--- config.mk ---
export PLATFORM = sky130hd
export DESIGN_NAME = load_store_unit
export DESIGN_NICKNAME = d
export VERILOG_FILES = /design/src/rtl/load_store_unit.sv
export SDC_FILE = /design/constraint.sdc
export NUM_CORES = 1
export LEC_CHECK = 0
export BUFFER_PORTS_ARGS = -buffer_cell sky130_fd_sc_hd__clkbuf_2
export CAP_MARGIN = 20
export CORE_ASPECT_RATIO = 2
export CORE_MARGIN = 1.5
export CORE_UTILIZATION = 45
export CTS_CLUSTER_SIZE = 16
export DETAILED_ROUTE_END_ITERATION = 7
export HOLD_SLACK_MARGIN = 0.15
export PLACE_DENSITY = 0.83
export SYNTH_ARGS = -nofsm -noshare
export SYNTH_HDL_FRONTEND = slang
export SYNTH_SLANG_ARGS = --single-unit
--- constraint.sdc ---
create_clock -name clk -period 3.9 [get_ports clk]
set_clock_uncertainty 0.15 [all_clocks]
set_input_delay 0.39 -clock clk [delete_from_list [all_inputs] [get_ports clk]]
set_output_delay 0.39 -clock clk [all_outputs]
set_load 0.05 [all_outputs]
--- src/rtl/load_store_unit.sv ---
// Load/store unit: byte/half/word loads and stores over a word-wide
// synchronous memory, with read-modify-write for partial stores.
module load_store_unit #(
    parameter int ADDR_W = 10
) (
    input  logic              clk,
    input  logic              reset,
    input  logic              req_valid,
    output logic              req_ready,
    input  logic              req_store,
    input  logic [1:0]        req_size,
    input  logic              req_signed,
    input  logic [ADDR_W-1:0] req_addr,
    input  logic [31:0]       req_wdata,
    output logic              rsp_valid,
    input  logic              rsp_ready,
    output logic [31:0]       rsp_data,
    output logic              rsp_error,
    output logic              mem_enable,
    output logic              mem_read_write,
    output logic [ADDR_W-1:0] mem_address,
    output logic [31:0]       mem_data_in,
    input  logic [31:0]       mem_data_out
);

    typedef enum logic [2:0] {
        IDLE, READ, CAPT, WRITE, RESP, ERR
    } state_t;

    state_t            state_q, state_d;
    logic              store_q, store_d;
    logic [1:0]        size_q, size_d;
    logic              signed_q, signed_d;
    logic [ADDR_W-1:0] addr_q, addr_d;
    logic [31:0]       wdata_q, wdata_d;
    logic              ready_q, ready_d;
    logic              rsp_valid_q, rsp_valid_d;
    logic              rsp_error_q, rsp_error_d;
    logic [31:0]       rsp_data_q, rsp_data_d;
    logic              mem_en_q, mem_en_d;
    logic              mem_rw_q, mem_rw_d;
    logic [ADDR_W-1:0] mem_addr_q, mem_addr_d;
    logic [31:0]       mem_wdata_q, mem_wdata_d;

    function automatic logic misaligned(input logic [1:0] sz,
                                        input logic [1:0] a);
        return (sz == 2'b11) ||
               (sz == 2'b01 && a[0]) ||
               (sz == 2'b10 && a != 2'b00);
    endfunction

    function automatic logic [31:0] extract(input logic [31:0] w,
                                            input logic [1:0]  sz,
                                            input logic        sg,
                                            input logic [1:0]  a);
        logic [31:0] sh;
        sh = w >> {a, 3'b000};
        case (sz)
            2'b00:   return {{24{sg & sh[7]}}, sh[7:0]};
            2'b01:   return {{16{sg & sh[15]}}, sh[15:0]};
            default: return w;
        endcase
    endfunction

    // Half stores are aligned, so the byte-lane shift also places halves.
    function automatic logic [31:0] merge(input logic [31:0] w,
                                          input logic [31:0] wd,
                                          input logic [1:0]  sz,
                                          input logic [1:0]  a);
        logic [31:0] m;
        m = (sz == 2'b00) ? 32'h0000_00ff : 32'h0000_ffff;
        m = m << {a, 3'b000};
        return (w & ~m) | ((wd << {a, 3'b000}) & m);
    endfunction

    always_comb begin
        state_d     = state_q;
        store_d     = store_q;
        size_d      = size_q;
        signed_d    = signed_q;
        addr_d      = addr_q;
        wdata_d     = wdata_q;
        rsp_data_d  = rsp_data_q;
        mem_wdata_d = mem_wdata_q;
        unique case (state_q)
            IDLE: begin
                if (req_valid && ready_q) begin
                    store_d  = req_store;
                    size_d   = req_size;
                    signed_d = req_signed;
                    addr_d   = req_addr;
                    wdata_d  = req_wdata;
                    if (misaligned(req_size, req_addr[1:0])) begin
                        state_d = ERR;
                    end else if (req_store && req_size == 2'b10) begin
                        state_d     = WRITE;
                        mem_wdata_d = req_wdata;
                    end else begin
                        state_d = READ;
                    end
                end
            end
            READ: state_d = CAPT;
            CAPT: begin
                if (store_q) begin
                    state_d     = WRITE;
                    mem_wdata_d = merge(mem_data_out, wdata_q,
                                        size_q, addr_q[1:0]);
                end else begin
                    state_d    = RESP;
                    rsp_data_d = extract(mem_data_out, size_q,
                                         signed_q, addr_q[1:0]);
                end
            end
            WRITE: state_d = RESP;
            RESP, ERR: begin
                if (rsp_ready) begin
                    state_d    = IDLE;
                    rsp_data_d = '0;
                end
            end
            default: state_d = IDLE;
        endcase
        ready_d     = (state_d == IDLE);
        rsp_valid_d = (state_d == RESP) || (state_d == ERR);
        rsp_error_d = (state_d == ERR);
        mem_en_d    = (state_d == READ) || (state_d == WRITE);
        mem_rw_d    = (state_d == WRITE);
        mem_addr_d  = mem_addr_q;
        if (mem_en_d) begin
            mem_addr_d = {addr_d[ADDR_W-1:2], 2'b00};
        end
    end

    always_ff @(posedge clk or negedge reset) begin
        if (!reset) begin
            state_q     <= IDLE;
            store_q     <= 1'b0;
            size_q      <= 2'b00;
            signed_q    <= 1'b0;
            addr_q      <= '0;
            wdata_q     <= '0;
            ready_q     <= 1'b0;
            rsp_valid_q <= 1'b0;
            rsp_error_q <= 1'b0;
            rsp_data_q  <= '0;
            mem_en_q    <= 1'b0;
            mem_rw_q    <= 1'b0;
            mem_addr_q  <= '0;
            mem_wdata_q <= '0;
        end else begin
            state_q     <= state_d;
            store_q     <= store_d;
            size_q      <= size_d;
            signed_q    <= signed_d;
            addr_q      <= addr_d;
            wdata_q     <= wdata_d;
            ready_q     <= ready_d;
            rsp_valid_q <= rsp_valid_d;
            rsp_error_q <= rsp_error_d;
            rsp_data_q  <= rsp_data_d;
            mem_en_q    <= mem_en_d;
            mem_rw_q    <= mem_rw_d;
            mem_addr_q  <= mem_addr_d;
            mem_wdata_q <= mem_wdata_d;
        end
    end

    assign req_ready      = ready_q;
    assign rsp_valid      = rsp_valid_q;
    assign rsp_error      = rsp_error_q;
    assign rsp_data       = rsp_data_q;
    assign mem_enable     = mem_en_q;
    assign mem_read_write = mem_rw_q;
    assign mem_address    = mem_addr_q;
    assign mem_data_in    = mem_data_in_w();

    function automatic logic [31:0] mem_data_in_w();
        return mem_wdata_q;
    endfunction

endmodule

==> out/metrics.yaml <==
global_route:
  met2_usage_pct: 44.2
  met1_resource_use_gr_pct: 27.7
  grt_max_degree: 79
  grt_use_total_pct: 25.9
  grt_pass1_vias: 4845
  grt_util_met3_pct: 4.66
  antenna_found_initial: 0
  gr-total-overflow: 0
  global_route_wire_length_before_repair_microns: 25600
  grt_most_used_layer: "met2"
logic_synthesis:
  ys.flop_type: "sky130_fd_sc_hd__dfrtp_1"
  synth_mux_area_share_pct: 23.3
  synth_enable_flop_cells: 0
  synth_async_sr_flop_share_pct: 100
  synth_top_family_by_area: "multiplexers"
  synth_most_common_cell: "sky130_fd_sc_hd__dfrtp_1"
  synth_seq_cells: 110
  synth_simple_gate_area_share_pct: 8.86
  synth-xor-area-share_pct: 0
  synth_warnings: 0
  synth.yosys.seq_area_share_pct: 48.2
  synth-compound-area-share_pct: 15.8
  netlist.top_cell.by_area: "sky130_fd_sc_hd__dfrtp_1"
  post-synth-top-area-fraction_pct: 48.2
  post_synth_fa_ha_maj_area_fraction_pct: 0
  synthesis.area_per_instance_sq_um: 11.6
  yosys-top-cells-area: "sky130_fd_sc_hd__dfrtp_1, sky130_fd_sc_hd__mux2_2, sky130_fd_sc_hd__mux2_4"
  post_synth_cell_types: 42
  mappedNetlistArea_sq_um: 5710
  gate_count_of_the_mapped_netlist: 492
  synth.top_cells.by_count: "sky130_fd_sc_hd__dfrtp_1, sky130_fd_sc_hd__mux2_2, sky130_fd_sc_hd__mux2i_1"
min_path:
  hold_path.startpoint: "req_addr[0]"
  min-delay-path-class: "input pin to register"
sta:
  fin_crit_sh_pct: 73.3
  tns_ps: 0
  hold_viol_final: 0
  slew_headroom_pct: 28.0
  final-max-slew-violation-count: 0
  timing_worst_slew_pin_value_ps: 1070
  max_freq_mhz: 350
  rsz0062_at_grt: "false"
  setup_viol_count_final: 0
  finalCriticalPeriod_ps: 2860
worst_setup_path:
  start_kind: "input pin"
  worstPathArrival_ps: 2950
  critical_path.slowest_cell: "sky130_fd_sc_hd__dlygate4sd3_1"
  critical_path_buf_inv_count: 2
  critical_path.max_stage_delay_ps: 540
  worst_path_dominant_cell_family: "simple AND/OR/NAND/NOR gates"
  worstReg2RegStart: "addr_q[0]"
  max_fanout_on_critical_path: 33
  crit_path_cell_trace: "dlygate4sd3_1, clkbuf_2, nor3_1, nor4bb_2, a211oi_4, nand2_4, mux2_4"
  required_ps: 3990
  timing.setup.critical_path_class: "input pin to register"
  critPathCaptureType: "register"
  origin_of_the_worst_setup_path: "req_addr[1]"
power:
  power.density_cell_area_nw_per_um2: 954
  p_int_uw: 3430
  power_frac_clock_pct: 14.2
  power.share.combinational_pct: 53.4
  seqPwrFrac_pct: 32.4
  switching_share_pct: 48.8
  irDropWorstVdd_v: 0.000697
  p_leak_uw: 0.00351
  total_switching_power_uw: 3270
clock_network:
  post_cts_buffers: 0
  clock_sink_count: 110
  cts.htree.levels: 3
  ctsRootBufferMaster: "sky130_fd_sc_hd__clkbuf_16"
  cts_tree: "yes"
  cts_buffers: 9
  clkSlewWorstSetupHoldPaths_ps: 70
  worstSkewPairLatency_ps: 360
  number_of_buffers_between_clock_root_and_the_deepest_sink: 2
place:
  place.gp.congestion: 0.879
  numPortBuffers: 158
  post-dp-hpwl_microns: 12700
  post_place_instance_area_sq_um: 6560
route:
  drc_violation_count_after_routing: 0
  antenna_violating_nets_post_route: 0
  detail_route.iter0.violations: 341
  wl_per_cell_microns: 21.2
  viasPerCell: 5.97
  finalWirelength_microns: 16900
  dr.pass1.iters: 8
  routed-via-count: 4762
floorplanning:
  die-area_sq_um: 13400
  start_util_pct: 45.7
  pin_count: 161
  die_h_microns: 162
  die_width_microns: 82.6
  core.rowCount: 58
  floorplan.core_area_sq_um: 12500
layout:
  postLayoutCellArea_sq_um: 7030
  final_net_count: 725
  antenna-diode-count: 0
  num-fill-cells: 1058
  area_growth_syn_to_layout_pct: 23.1
  layout-drive-gt1-share_pct: 41.5
outcome:
  run_status: "finished clean"
job:
  max_cap_viol: 0
## kinds of logic (layout without fill, tap and decap cells)
group | Yosys count | after routing
AOI/OAI and AO/OA | 121 | 121
muxes | 112 | 112
buffers and inverters | 45 | 200
other | 1 | 2
DFF | 110 | 110
and+or+nand+nor | 103 | 103
## power groups by stage
stage / Clock [uW] / Combinational, uW / Sequential [uW]
after floorplan: 0 / 1750 / 3080
after global placement: 0 / 3470 / 2140
after detailed placement: 0 / 3540 / 2170
after CTS: 973 / 3570 / 2160
after global routing: 1010 / 3760 / 2230
final: 954 / 3580 / 2170
## registers in the layout (all words and copies together) (netlist names)
signal / count
addr_q: 10
state_q: 3
rsp_data: 32
store_q: 1
req_ready: 1
signed_q: 1
wdata_q: 16
mem_data_in: 32
mem_read_write: 1
rsp_error: 1
rsp_valid: 1
size_q: 2
mem_address: 8
mem_enable: 1
## metal layers
metal	routed length, microns	part of all wire (%)	vias to the layer above
met2	8980	53	227
li1	-	-	2137
met4	1160	6.8	0
met3	895	5.3	69
met5	0	0	-
met1	5880	35	2329
## layout by cell type, fill, tap and decap left out, types with 2 or more instances in the layout
cell type                       Yosys  final
sky130_fd_sc_hd__nor2b_1            2      2
sky130_fd_sc_hd__dfrtp_1          110    109
sky130_fd_sc_hd__and2_1             2      2
sky130_fd_sc_hd__clkbuf_2           0    157
sky130_fd_sc_hd__nor2_1            39     39
sky130_fd_sc_hd__o2bb2ai_1          8      8
sky130_fd_sc_hd__o31ai_1            5      5
sky130_fd_sc_hd__a21oi_1           24     24
sky130_fd_sc_hd__a211oi_4           2      2
sky130_fd_sc_hd__inv_8              0      2
sky130_fd_sc_hd__clkbuf_16          0      9
sky130_fd_sc_hd__mux2_4            29     29
sky130_fd_sc_hd__o21ai_0           29     29
sky130_fd_sc_hd__or2_2              4      4
sky130_fd_sc_hd__o21ai_1            2      2
sky130_fd_sc_hd__nand2_1           24     23
sky130_fd_sc_hd__inv_6              0      2
sky130_fd_sc_hd__a221o_1           35     35
sky130_fd_sc_hd__inv_1              3      3
sky130_fd_sc_hd__conb_1             1      2
sky130_fd_sc_hd__mux2_2            42     42
sky130_fd_sc_hd__o22ai_1            4      4
sky130_fd_sc_hd__clkinv_4           0      2
sky130_fd_sc_hd__mux2i_1           40     40
sky130_fd_sc_hd__nand2b_1           4      4
sky130_fd_sc_hd__a22o_1             8      8
sky130_fd_sc_hd__nor3_1            10     10
sky130_fd_sc_hd__dlygate4sd3_1      0     16
sky130_fd_sc_hd__buf_4              3      8
sky130_fd_sc_hd__nor4_1             8      8
## metrics by stage
stage	power (uW)	worst slack, ps	cells	hold slack [ps]	util, %
after floorplan	4830	1580	493	-55.6	-
after global placement	5610	1140	766	327	52.5
after detailed placement	5720	1110	766	331	52.5
after CTS	6700	1080	798	151	56.3
after global routing	7000	899	798	156	56.3
final	6700	1040	798	158	56.3
## final timing paths
path	endpoint	slack [ps]	cells past startpoint
min reg2reg	rsp_data[6]	350	1
max	mem_data_in[14]	1040	7
min in group asynchronous	rsp_data[20]	580	2
max in group asynchronous	mem_data_in[10]	2140	3
max reg2reg	mem_data_in[24]	1060	5
min	addr_q[0]	160	2
## worst register-to-register path, delay by kind of cell (launching register included)
family / cells / cell delay [ps]
AO/OA/AOI/OAI: 3 / 1440
flip-flops: 1 / 750
AND/OR/NAND/NOR: 1 / 110
multiplexers: 1 / 290
## repair_timing
item	CTS	global route
resized for setup	0	0
hold endpoints to repair	91	0
hold buffers	16	0
## layout make-up
class	instances	area [sq um]	share of cell area [%]
clock buffer	9	225	3.20
clock inverter	7	87.6	1.25
inverter	3	11.3	0.160
multi-input combinational	338	2760	39.2
sequential	110	2750	39.2
tap	150	188	2.67
timing repair buffer	181	1010	14.3
Note: power is estimated with default switching activity, not from simulation.
